==> config.mk <==
export PLATFORM = sky130hd
export DESIGN_NAME = pc_select_ras
export DESIGN_NICKNAME = d
export VERILOG_FILES = /design/src/rtl/pc_select_ras.sv
export SDC_FILE = /design/constraint.sdc
export NUM_CORES = 1
export LEC_CHECK = 0
export BUFFER_PORTS_ARGS = -buffer_cell sky130_fd_sc_hd__buf_2
export CAP_MARGIN = 20
export CELL_PAD_IN_SITES_DETAIL_PLACEMENT = 2
export CELL_PAD_IN_SITES_GLOBAL_PLACEMENT = 2
export CORE_MARGIN = 5
export CORE_UTILIZATION = 42
export DETAILED_ROUTE_END_ITERATION = 8
export MAX_ROUTING_LAYER = met4
export PLACE_DENSITY_LB_ADDON = 0.1
export SLEW_MARGIN = 15
export SYNTH_ARGS = -nofsm -noshare
export SYNTH_HDL_FRONTEND = slang
export SYNTH_SLANG_ARGS = --single-unit
export TNS_END_PERCENT = 50
==> constraint.sdc <==
create_clock -name sys_clk -period 9.3 [get_ports sys_clk]
set_clock_uncertainty 0.2 [all_clocks]
set_input_delay 1.86 -clock sys_clk [delete_from_list [all_inputs] [get_ports sys_clk]]
set_output_delay 1.86 -clock sys_clk [all_outputs]
set_load 0.05 [all_outputs]
==> src/rtl/pc_select_ras.sv <==
// Next-PC selection for the Y86 pipeline with a circular return-address stack.
// Covers call/return prediction checking, stall hold, flush redirect and sticky RAS status.
module pc_select_ras #(
    parameter int unsigned       ADDR_W    = 64,
    parameter int unsigned       CODE_W    = 4,
    parameter int unsigned       RAS_DEPTH = 8,
    parameter logic [ADDR_W-1:0] RESET_PC  = '0
) (
    input  logic                               sys_clk,
    input  logic                               rst,
    input  logic                               valid,
    input  logic                               stall,
    input  logic                               flush,
    input  logic [ADDR_W-1:0]                  flush_pc,
    input  logic [CODE_W-1:0]                  code,
    input  logic                               cnd,
    input  logic [ADDR_W-1:0]                  val_P,
    input  logic [ADDR_W-1:0]                  val_C,
    input  logic [ADDR_W-1:0]                  val_M,
    output logic [ADDR_W-1:0]                  val_P_reg,
    output logic                               pc_upd,
    output logic                               ret_hit,
    output logic                               ret_miss,
    output logic [$clog2(RAS_DEPTH+1)-1:0]     ras_count,
    output logic                               ras_ovf,
    output logic                               ras_unf
);

    localparam int unsigned PTR_W = $clog2(RAS_DEPTH);
    localparam int unsigned CNT_W = $clog2(RAS_DEPTH + 1);

    localparam logic [CODE_W-1:0] I_JXX  = CODE_W'(7);
    localparam logic [CODE_W-1:0] I_CALL = CODE_W'(8);
    localparam logic [CODE_W-1:0] I_RET  = CODE_W'(9);

    logic [ADDR_W-1:0] ras_mem [RAS_DEPTH];

    logic [ADDR_W-1:0] pc_q, pc_d;
    logic              pc_upd_q, pc_upd_d;
    logic              ret_hit_q, ret_hit_d;
    logic              ret_miss_q, ret_miss_d;
    logic [PTR_W-1:0]  tp_q, tp_d;
    logic [CNT_W-1:0]  cnt_q, cnt_d;
    logic              ovf_q, ovf_d;
    logic              unf_q, unf_d;
    logic              push_en;
    logic [ADDR_W-1:0] ras_top;

    assign ras_top = ras_mem[tp_q];

    always_comb begin
        pc_d       = pc_q;
        pc_upd_d   = 1'b0;
        ret_hit_d  = 1'b0;
        ret_miss_d = 1'b0;
        tp_d       = tp_q;
        cnt_d      = cnt_q;
        ovf_d      = ovf_q;
        unf_d      = unf_q;
        push_en    = 1'b0;

        if (flush) begin
            pc_d     = flush_pc;
            pc_upd_d = 1'b1;
            tp_d     = '0;
            cnt_d    = '0;
            ovf_d    = 1'b0;
            unf_d    = 1'b0;
        end else if (!stall && valid) begin
            pc_upd_d = 1'b1;
            unique case (code)
                I_CALL: begin
                    pc_d    = val_C;
                    push_en = 1'b1;
                    tp_d    = tp_q + PTR_W'(1);
                    // A full stack keeps its count; the push lands on the oldest slot.
                    if (cnt_q < CNT_W'(RAS_DEPTH)) cnt_d = cnt_q + CNT_W'(1);
                    else                           ovf_d = 1'b1;
                end
                I_RET: begin
                    pc_d = val_M;
                    if (cnt_q != '0) begin
                        ret_hit_d  = (ras_top == val_M);
                        ret_miss_d = (ras_top != val_M);
                        tp_d       = tp_q - PTR_W'(1);
                        cnt_d      = cnt_q - CNT_W'(1);
                    end else begin
                        ret_miss_d = 1'b1;
                        unf_d      = 1'b1;
                    end
                end
                I_JXX:   pc_d = cnd ? val_C : val_P;
                default: pc_d = val_P;
            endcase
        end
    end

    // NOTE: sequential state uses non-blocking assignments so every flop samples pre-edge values.
    always_ff @(posedge sys_clk or posedge rst) begin
        if (rst) begin
            pc_q       <= RESET_PC;
            pc_upd_q   <= 1'b0;
            ret_hit_q  <= 1'b0;
            ret_miss_q <= 1'b0;
            tp_q       <= '0;
            cnt_q      <= '0;
            ovf_q      <= 1'b0;
            unf_q      <= 1'b0;
        end else begin
            pc_q       <= pc_d;
            pc_upd_q   <= pc_upd_d;
            ret_hit_q  <= ret_hit_d;
            ret_miss_q <= ret_miss_d;
            tp_q       <= tp_d;
            cnt_q      <= cnt_d;
            ovf_q      <= ovf_d;
            unf_q      <= unf_d;
        end
    end

    // NOTE: the stack array has no reset; entries above ras_count are never read as valid.
    always_ff @(posedge sys_clk) begin
        if (push_en) ras_mem[tp_d] <= val_P;
    end

    assign val_P_reg = pc_q;
    assign pc_upd    = pc_upd_q;
    assign ret_hit   = ret_hit_q;
    assign ret_miss  = ret_miss_q;
    assign ras_count = cnt_q;
    assign ras_ovf   = ovf_q;
    assign ras_unf   = unf_q;

endmodule

; Yosys cells after proc, flatten, opt, wreduce, memory -nomap -nowiden
; Memory sizes are Yosys's and may differ from the RTL's.
; Cells that the tools add are included.
[classes]
add_sub_neg = 4
magnitude_cmp = 1
n_eq_ne = 9
n_mux = 36
reduce_logical = 10
[op_table]
columns = op, count
row1 = $mux 64, 3
row2 = $pmux 64 s3, 1
row3 = $eq 64x64->1, 1
row4 = $ne 64x64->1, 1
row5 = $mux 1, 23
row6 = $mux 4, 4
row7 = $mux 3, 3
row8 = $eq 4x4->1 const B, 2
row9 = $pmux 4 s2, 1
row10 = $ne 3x3->1 const B, 2
row11 = $pmux 3 s2, 1
row12 = $reduce_and 3->1, 2
row13 = $reduce_bool 2->1, 3
row14 = $add 4x1->4 const B, 1
row15 = $eq 4x3->1 const B, 1
row16 = $lt 4x4->1 const B, 1
row17 = $ne 2x2->1 const B, 2
row18 = $reduce_and 4->1, 1
row19 = $reduce_bool 4->1, 1
row20 = $sub 4x1->4 const B, 1
row21 = $add 3x1->3 const B, 1
row22 = $reduce_bool 3->1, 1
row23 = $sub 3x1->3 const B, 1
row24 = $logic_and 1x1->1, 1
row25 = $logic_not 1->1, 1
[word_totals]
register_bits = 76
mem_bits_rw = 512
memories = 1
[mem_list]
columns = memory, depth, word_bits, read_ports, rd_clocked_by_memory_dff, wr, line
row1 = ras_mem, 8, 64, 1, 0, 1, 36  ; logic [ADDR_W-1:0] ras_mem [RAS_DEPTH];

; Logic depth before layout (Yosys ltp)
; Gate-level depths: netlist (run 1).
[depth]
ltp_word = 6
mapped_depth = 13
mapped_depth_nobuf = 10

; Worst setup path after synthesis (run 1)
; Ideal clock, no wire load.
[synth_path]
kind = input -> register
startpoint = input code[0]
endpoint = memory ras_mem[4][0] (enable)
setup_time_ps = 565
t_arrival_ps = 7322
required_time_ps = 8535
setup_slack_ps = 1213
path_stages = 8
path_buffers = 1
path_cell_list = clkbuf_1 -> nand2_1 -> o22ai_1 -> nand3_1 -> xor2_1 -> nor2_1 -> inv_1 -> nor3_1
[synth_via]
elab_cells_between_ends = 10
[synth_lines]
columns = item, line
row1 = start: declaration, 15  ; input logic [CODE_W-1:0] code,
row2 = $eq 4x4->1, 71  ; unique case (code)
row3 = $pmux 3 s2 *, 71
row4 = $mux 3 *, 69  ; end else if (!stall && valid) begin
row5 = $mux 3 *, 62  ; if (flush) begin
row6 = named net tp_d[2], 42  ; logic [PTR_W-1:0] tp_q, tp_d;
row7 = end: declaration, 36
; The timed path passes the listed nets; every way through them passes the cells marked *.

; Final worst setup path (run 1)
[layout_path]
startpoint = input code[2]
endpoint = memory ras_mem[7][53] (enable)
; Same word-level chain as after synthesis.

==> results.cfg, run 1 <==
[run_status]
status = completed

[clock_network]
clk_pin_slew_ns = 0.06
clockRootBuffer = clkbuf_16
cts_setup_buffers = 0
clockBufferDepth = 3
cts_tree = done
cts_buffers = 66
clock_sinks = 588
post_cts_resized = 0
clock_latency_ns = 0.58
holdBufCountCts = 0
h-tree-depth = 3

[synthesis]
synth.top_cell.area_share = 0.629
synth.most_common_cell = edfxtp_1
netlist_area_sq_mm = 0.0244
syn_area_per_cell_sq_um = 16.5
synth-edff-count = 512
synthTopCellsByArea = edfxtp_1 (63%), mux4_2 (9.0%), dfrtp_1 (7.8%), mux2i_1 (3.9%), nand2_1 (3.3%)
ys_warn_count = 0
synth_cells = 1483
yosysSeqAreaShare = 0.707
synth_cell_types = 46
synth_nets = 1754
yosys-top-cells-count = edfxtp_1 (512), nand2_1 (217), o21ai_0 (129), mux4_2 (98), mux2i_1 (94)
async_flop_share = 0.129
synth_flop_cell = edfxtp_1
yosysTopAreaCell = edfxtp_1
ys_ff_latch = 588

[setup_path]
crit_slowest_cell = nor2_4
path_cells = buf_2 > nor3b_1 > nand3_1 > xor2_1 > nor2_1 > inv_1 > nor2_4 > buf_4
regToRegSetupSlack_ns = 3.94
critical_path.top_delay_family = simple AND/OR/NAND/NOR gates
cp_slowest_stage_delay_ns = 0.83
required_ns = 9.30
worstSetupPathType = input pin to flop
crit_buf_inv = 3
crit_fanout = 41
worst_setup_path_start_kind = input pin
cp-end-kind = flop
worstPathArrival_ns = 5.80

[finish]
largest_reg_flops = 512
drive_gt1_frac = 0.310
nFillCells = 5406
syn2layout_area_growth_pct = 18.9
nNetsFinal = 2096

[route]
avgViaCountPerCell = 5.86
drt-initial-drc-count = 1252
vias = 15600
wire_per_inst_um = 31.6
remaining_drc_errors = 0
routed_wl_um = 83800
ant_nets = 0
first_pass_iters = 5

[sta]
max_freq_ghz = 0.173
slew_headroom = 0.219
hold_viol = 0
grt_setup_unrepaired = false
setup_viol = 0
period_share = 0.623
worst_pin_slew_ns = 1.17
min_period_ns = 5.79
maxSlewViolCount = 0
fin_tns_setup_ns = 0

[global_route]
grt_max_degree = 73
grt_pass1_wl_um = 122000
grt_pass1_vias = 17500
grt.total_usage = 0.271
overflow = 0
antenna_found_initial = 14

[min_path]
hold_class = flop to flop

[power]
total_power_mw = 5.84
peakVddDrop_mv = 0.107
p_leak_nw = 10.0
power_density_mw_per_mm2 = 201

[floorplanning]
die_area_sq_mm = 0.0631
dieHeight_um = 251
start_util = 0.423
ios = 339
die_w_um = 251
coreArea_sq_mm = 0.0577
rows = 88

[placement]
dpl.hpwl_um = 55200
place_congestion = 0.795
io_buffers = 338

[run]
drv_cap = 0
-- logic make-up after synthesis --
| family | count (synthesis) | share of synthesized area |
|---|---|---|
| flip-flops | 588 | 0.707 |
| multiplexers | 204 | 0.134 |
| AND/OR/NAND/NOR | 285 | 0.0490 |
| XOR/XNOR | 62 | 0.0222 |
| buffers and inverters | 98 | 0.0198 |
| adder cells (fa/ha/maj) | 5 | 0.00287 |
| AO/OA/AOI/OAI | 241 | 0.0644 |
-- layout make-up --
| cell class | instances | area [sq um] | share of cell area |
|---|---|---|---|
| Sequential cell | 588 | 17300 | 0.595 |
| Multi-Input combinational cell | 797 | 6760 | 0.233 |
| Clock buffer | 101 | 1940 | 0.0668 |
| Timing Repair Buffer | 366 | 1940 | 0.0667 |
| Tap cell | 765 | 957 | 0.0330 |
| Clock inverter | 19 | 116 | 0.00401 |
| Antenna cell | 11 | 27.5 | 0.000948 |
| Inverter | 6 | 26.3 | 0.000905 |
-- report_power, final --
part / total, mW / leakage [nW] / switching [mW] / internal, mW
combinational: 0.410 / 3.51 / 0.302 / 0.108
clock: 2.51 / 0.995 / 1.05 / 1.47
sequential: 2.92 / 5.53 / 0.0169 / 2.90
total: 5.84 / 10.0 / 1.37 / 4.47
-- worst paths after layout --
check	startpoint	endpoint	depth (start not counted)
worst min register to register	val_P_reg[49]$_DFFE_PP0P_	val_P_reg[49]$_DFFE_PP0P_	2
worst max-delay path	code[2]	ras_mem[7][53]$_DFFE_PP_	8
worst max register to register	tp_q[1]$_DFF_PP0_	ras_mem[7][53]$_DFFE_PP_	10
worst min-delay path	val_P_reg[49]$_DFFE_PP0P_	val_P_reg[49]$_DFFE_PP0P_	2
max in group asynchronous	rst	tp_q[2]$_DFF_PP0_	3
min in group asynchronous	rst	val_P_reg[26]$_DFFE_PP0P_	2
-- worst reg2reg max path, delay by kind of cell, from the launching register on --
kind	cells	cell delay, ns
AO/OA/AOI/OAI	1	0.08
XOR/XNOR	1	0.09
flip-flops	1	0.84
buffers and inverters	3	1.68
adder cells (fa/ha/maj)	1	0.36
AND/OR/NAND/NOR	4	1.69
-- per-layer routing --
metal / routed length, um / up-vias / GRT usage / part of all wire
met4: 2280 / 0 / 0.0875 / 0.027
met2: 42000 / 568 / 0.439 / 0.50
met3: 4950 / 112 / 0.0495 / 0.059
met1: 34600 / 8333 / 0.351 / 0.41
met5: 0 / - / - / 0
li1: - / 6544 / - / -
-- through the flow --
step	setup slack, ns	std cells	instance area (sq um)	util	hold slack [ns]
final	3.51	2653	29000	0.503	0.378
after global routing	3.35	2653	29000	0.503	0.411
after CTS	3.44	2641	29000	0.503	0.388
after detailed placement	2.78	2521	26900	0.467	0.373
after global placement	3.12	2520	26900	0.467	0.364
after floorplan	1.21	1483	24400	-	0.589
-- cell usage in the layout, fill, tap and decap left out, drive strengths merged, types with 4 or more instances in the layout --
cell / count
nor4: 10
mux4: 98
a22o: 5
o21ai: 130
nand4: 12
xnor2: 39
mux2: 12
inv: 5
a221oi: 73
ha: 4
nor2b: 9
o22ai: 6
nor3: 4
nand2b: 4
nand2: 217
edfxtp: 512
clkbuf: 101
diode: 11
nor2: 19
clkinv: 17
buf: 366
xor2: 23
mux2i: 94
a22oi: 11
dfrtp: 76
(Power assumes the default switching activity.)
==> run 2: changes to the inputs <==
Settings changed: ABC_AREA set to 1, CORE_UTILIZATION 42 to 33.
Clock period 9.3 ns to 4.98 ns, I/O delays scaled along.
==> results.cfg, run 2 <==
[run_status]
status = completed

[power]
p_leak_nw = 14.0
p_sw_mw = 2.96
power_density_mw_per_mm2 = 362
internal_power_mw = 8.76
seqPwrFrac = 0.467
p_clk_frac = 0.445
p_sw_frac = 0.253
peakVddDrop_mv = 0.213
pwr-share-comb = 0.089

[clock_network]
cts_tree = done
holdBufCountCts = 0
h-tree-depth = 3
clk_pin_slew_ns = 0.06
clock_sinks = 588
clockRootBuffer = clkbuf_16
cts_buffers = 72
clock_latency_ns = 0.61
cts_setup_buffers = 0
post_cts_resized = 0
clockBufferDepth = 3

[synthesis]
ys_warn_count = 0
synth.most_common_cell = nand2_1
yosysTopAreaCell = edfxtp_1
synth_cell_types = 29
netlist_area_sq_mm = 0.0272
synth_flop_cell = edfxtp_1
yosysSeqAreaShare = 0.635
async_flop_share = 0.129
synthTopCellsByArea = edfxtp_1 (57%), nand2_1 (12%), nand3_1 (7.4%), dfrtp_1 (7.0%), inv_1 (4.6%)
syn_area_per_cell_sq_um = 9.40
synth_nets = 3165
ys_ff_latch = 588
synth_cells = 2894
synth-edff-count = 512
synth.top_cell.area_share = 0.565
yosys-top-cells-count = nand2_1 (892), edfxtp_1 (512), nand3_1 (403), inv_1 (330), nor2_1 (268)

[global_route]
grt_pass1_wl_um = 160000
antenna_found_initial = 8
grt_max_degree = 99
grt_pass1_vias = 24900
grt.total_usage = 0.244
overflow = 0

[finish]
multi_input_area_sq_mm = 0.00801
nFillCells = 8891
syn2layout_area_growth_pct = 19.3
final-instance-count-excl-fill = 4318
postLayoutCoreUtil = 0.396
final-seq-area_sq_mm = 0.0173
layout_commonest_cell = nand2_1
drive_gt1_frac = 0.155
largest_reg_flops = 512
final_cell_mix = nand2_1 (890), edfxtp_1 (512), nand3_1 (403), buf_2 (338), inv_1 (325)
nNetsFinal = 3459

[sta]
grt_setup_unrepaired = false
setup_viol = 0
fin_tns_setup_ns = 0
worst_pin_slew_ns = 1.08
hold_viol = 0
period_share = 0.777
fin_ws_ns = 1.11
max_freq_ghz = 0.258
slew_headroom = 0.283
maxSlewViolCount = 0
min_period_ns = 3.87

[route]
first_pass_iters = 5
ant_nets = 0
vias = 22300
drt-initial-drc-count = 1218
routed_wl_um = 108000
wire_per_inst_um = 25.0
remaining_drc_errors = 0
avgViaCountPerCell = 5.17

[setup_path]
worstSetupPathType = flop to flop
cp_slowest_stage_delay_ns = 0.80
required_ns = 5.07
cp-end-kind = flop
worstPathArrival_ns = 3.97
worst_setup_path_start_kind = flop
path_cells = clkinv_2 > nand2_1 > nand3_1 > o211ai_1 > o211ai_1 > inv_1 > nand2_1 > nor2_4 > buf_4
crit_fanout = 33
crit_slowest_cell = dfrtp_4

[placement]
place_ws_ns = 0.673
dpl.hpwl_um = 70600
placed_cells = 4184
place_congestion = 0.827
io_buffers = 338

[floorplanning]
dieHeight_um = 297
die_area_sq_mm = 0.0883
die_w_um = 297
coreArea_sq_mm = 0.0818
start_util = 0.332
ios = 339
rows = 105

[min_path]
hold_class = flop to flop

[run]
drv_cap = 0
[run 2: cell types whose count changed in the layout (fill, tap and decap cells not counted), sizes merged, moves of 12 or more]
cell / delta
nand2: +675
nand3: +400
inv: +328
nor2: +249
mux4: -98
mux2i: -94
a221oi: -73
o221ai: +61
xnor2: -36
o21ai: +24
xor2: -22
buf: +16
mux2: -12
[run 2: final timing paths]
kind                       slack [ns]                start                         to  cells past startpoint
min in group asynchronous        0.32                  rst   ras_count[0]$_DFFE_PP0P_                      2
max reg2reg                      1.11    tp_q[2]$_DFF_PP0_   ras_mem[4][22]$_DFFE_PP_                      9
min                              0.31  ras_ovf$_DFFE_PP0P_        ras_ovf$_DFFE_PP0P_                      2
max in group asynchronous        3.17                  rst  val_P_reg[15]$_DFFE_PP0P_                      3
max                              1.11    tp_q[2]$_DFF_PP0_   ras_mem[4][22]$_DFFE_PP_                      9
min reg2reg                      0.31  ras_ovf$_DFFE_PP0P_        ras_ovf$_DFFE_PP0P_                      2
[run 2: kinds of logic (layout without fill, tap and decap cells)]
logic type,after synthesis,after routing,share of synthesized area
xor+xnor,4,4,0.00129
simple gates,1572,1572,0.236
flops,588,588,0.635
compound gates,229,229,0.0516
buf+inv,496,845,0.0729
other cells,0,5,0
fa+ha+maj,5,5,0.00258
[run 2: cell type report]
cell class,instances,area share
Sequential cell,588,0.533
Multi-Input combinational cell,1810,0.247
Timing Repair Buffer,382,0.0681
Clock buffer,99,0.0629
Tap cell,1070,0.0413
Inverter,334,0.0392
Clock inverter,30,0.00802
Antenna cell,5,0.000386
[run 2: metrics by stage]
stage,power (mW),hold WS (ns),area [sq um]
after global placement,6.60,0.281,30100
after CTS,11.9,0.314,32400
after detailed placement,6.62,0.295,30100
after global routing,12.1,0.338,32400
final,11.7,0.312,32400
after floorplan,6.13,0.562,27200
[run 2: worst max-delay path, delay by kind of cell (launching register included)]
family / cells / cell delay [ns]
and+or+nand+nor: 4 / 1.09
AOI/OAI and AO/OA: 2 / 0.27
DFF: 1 / 0.80
buffers and inverters: 3 / 1.17
[run 2: power by group through the flow]
stage / sequential (mW) / combinational [mW] / clock, mW
5_1_grt: 5.48 / 1.12 / 5.53
2_1_floorplan: 5.80 / 0.335 / 0
4_1_cts: 5.47 / 1.06 / 5.33
3_5_place_dp: 5.57 / 1.05 / 0
6_report: 5.47 / 1.04 / 5.21
3_3_place_gp: 5.57 / 1.03 / 0
[run 2: routing by layer]
| layer | global-route usage | wire length, um |
|---|---|---|
| met1 | 0.307 | 46300 |
| met2 | 0.416 | 53700 |
| met3 | 0.0377 | 5040 |
| met4 | 0.0617 | 2740 |
| met5 | - | 0 |
==> run 3: changes to the inputs <==
Settings changed: ABC_AREA 1 to 0, CORE_UTILIZATION 33 to 42.
Clock period 4.98 ns to 3.8 ns, I/O delays scaled along.
==> results.cfg, run 3 (synthesized netlist as in run 1, its figures left out) <==
[run_status]
status = completed

[global_route]
overflow = 0
antenna_found_initial = 7
grt_pass1_wl_um = 126000
grt_max_degree = 67
grt.total_usage = 0.280
grt_pass1_vias = 17800

[clock_network]
clockBufferDepth = 3
cts_tree = done
cts_buffers = 67
clockRootBuffer = clkbuf_16
clock_sinks = 588
clk_pin_slew_ns = 0.06
h-tree-depth = 3
clock_latency_ns = 0.60

[route]
vias = 15800
wire_per_inst_um = 32.3
remaining_drc_errors = 0
routed_wl_um = 86900
first_pass_iters = 5
avgViaCountPerCell = 5.88
drt-initial-drc-count = 1144
ant_nets = 0

[setup_path]
reg2reg_to = ret_miss$_DFF_PP0_
crit_fanout = 31
cp_slowest_stage_delay_ns = 0.66
reg2regPathDepth = 8
worstPathArrival_ns = 3.87
path_cells = buf_12 > mux4_2 > mux2i_1 > xor2_1 > nand4_1 > nor4_1 > nand4_1 > nor4b_1
critical_path.top_delay_family = simple AND/OR/NAND/NOR gates
crit_buf_inv = 1
cp-end-kind = flop
required_ns = 4.04
startpoint = tp_q[1]$_DFF_PP0_
worstSetupPathType = flop to flop
regToRegSetupSlack_ns = 0.17
crit_top_cell = nand4_1
crit_slowest_cell = dfrtp_4
r2r_start = tp_q[1]$_DFF_PP0_
worst_setup_path_start_kind = flop
worstSetupEndpoint = ret_miss$_DFF_PP0_
cp.depth = 8

[floorplanning]
die_area_sq_mm = 0.0631
coreArea_sq_mm = 0.0577
die_w_um = 251
start_util = 0.423
ios = 339
dieHeight_um = 251
rows = 88

[finish]
largest_reg_flops = 512
postLayoutCoreUtil = 0.519
final-instance-count-excl-fill = 2691
final_cell_mix = edfxtp_1 (512), buf_2 (337), nand2_1 (217), o21ai_0 (129), mux4_2 (98)
post-route-cell-area_sq_mm = 0.0299
syn2layout_area_growth_pct = 22.5
drive_gt1_frac = 0.338
layout_commonest_cell = edfxtp_1
nNetsFinal = 2140

[power]
p_leak_nw = 10.5
peakVddDrop_mv = 0.348
total_power_mw = 15.0
power_density_mw_per_mm2 = 502

[placement]
place_congestion = 0.796
dpl.hpwl_um = 57500
placed_cells = 2565
dpl_cell_area_sq_mm = 0.0276
io_buffers = 338

[sta]
min_period_ns = 3.63
grt_setup_unrepaired = false
hold_viol = 0
setup_viol = 0
slew_headroom = 0.416
worst_pin_slew_ns = 0.876
max_freq_ghz = 0.276
maxSlewViolCount = 0
period_share = 0.955

[run]
drv_cap = 0

[min_path]
hold_class = input pin to asynchronous set/reset pin
run 3: cell types whose count changed in the layout (fill, tap and decap cells not counted), moves of 21 or more:
cell and delta:
o221ai_1 -61, nand2_1 -673, mux4_2 +98, mux2i_1 +94
a221oi_1 +72, buf_4 +25, inv_1 -324, nor2_1 -249
nand3_1 -400, xor2_1 +21, xnor2_1 +36
run 3: how the worst min path moves through the flow:
stage                         from                   endpoint  slack [ns]  cells past startpoint
2_1_floorplan  ras_ovf$_DFFE_PP0P_        ras_ovf$_DFFE_PP0P_        0.59                      2
3_3_place_gp   ras_ovf$_DFFE_PP0P_        ras_ovf$_DFFE_PP0P_        0.28                      2
3_5_place_dp   ras_ovf$_DFFE_PP0P_        ras_ovf$_DFFE_PP0P_        0.30                      2
4_1_cts                        rst  val_P_reg[55]$_DFFE_PP0P_        0.04                      2
5_1_grt                        rst  val_P_reg[37]$_DFFE_PP0P_        0.08                      2
6_report                       rst  val_P_reg[38]$_DFFE_PP0P_        0.05                      2
run 3: repair_timing:
item                       4_1_cts  5_1_grt
hold buffers                     0        0
buffers inserted                 0        0
gates resized for setup          0        1
setup endpoints to repair        0        2
run 3: where the power goes:
group          switching, mW  total (mW)  leakage, nW  internal, mW
clock                   2.67        6.87         1.14          4.20
sequential            0.0428        7.14         5.53          7.09
combinational          0.749        1.02         3.78         0.276
run 3: through the flow:
step / setup slack, ns / hold WS, ns / setup TNS (ns)
after detailed placement: 0.126 / 0.296 / 0
final: 0.171 / 0.0518 / 0
after global placement: 0.327 / 0.279 / 0
after global routing: 0.0414 / 0.0828 / 0
after CTS: 0.0381 / 0.0435 / 0
after floorplan: -0.480 / 0.589 / -60.22
run 3: area by class of cell:
class | instances | area, sq um
sequential | 588 | 17300
antenna | 5 | 12.5
tap | 765 | 957
fill | 5356 | 27800
timing repair buffer | 409 | 2450
multi-input combinational | 797 | 6850
clock buffer | 93 | 1990
inverter | 6 | 36.3
clock inverter | 28 | 335
run 3: layer usage:
metal / track usage / share of wire / routed length [um]
met3: 0.0592 / 0.062 / 5420
met1: 0.344 / 0.40 / 34400
met2: 0.475 / 0.51 / 44500
met4: 0.0761 / 0.029 / 2560
met5: - / 0 / 0
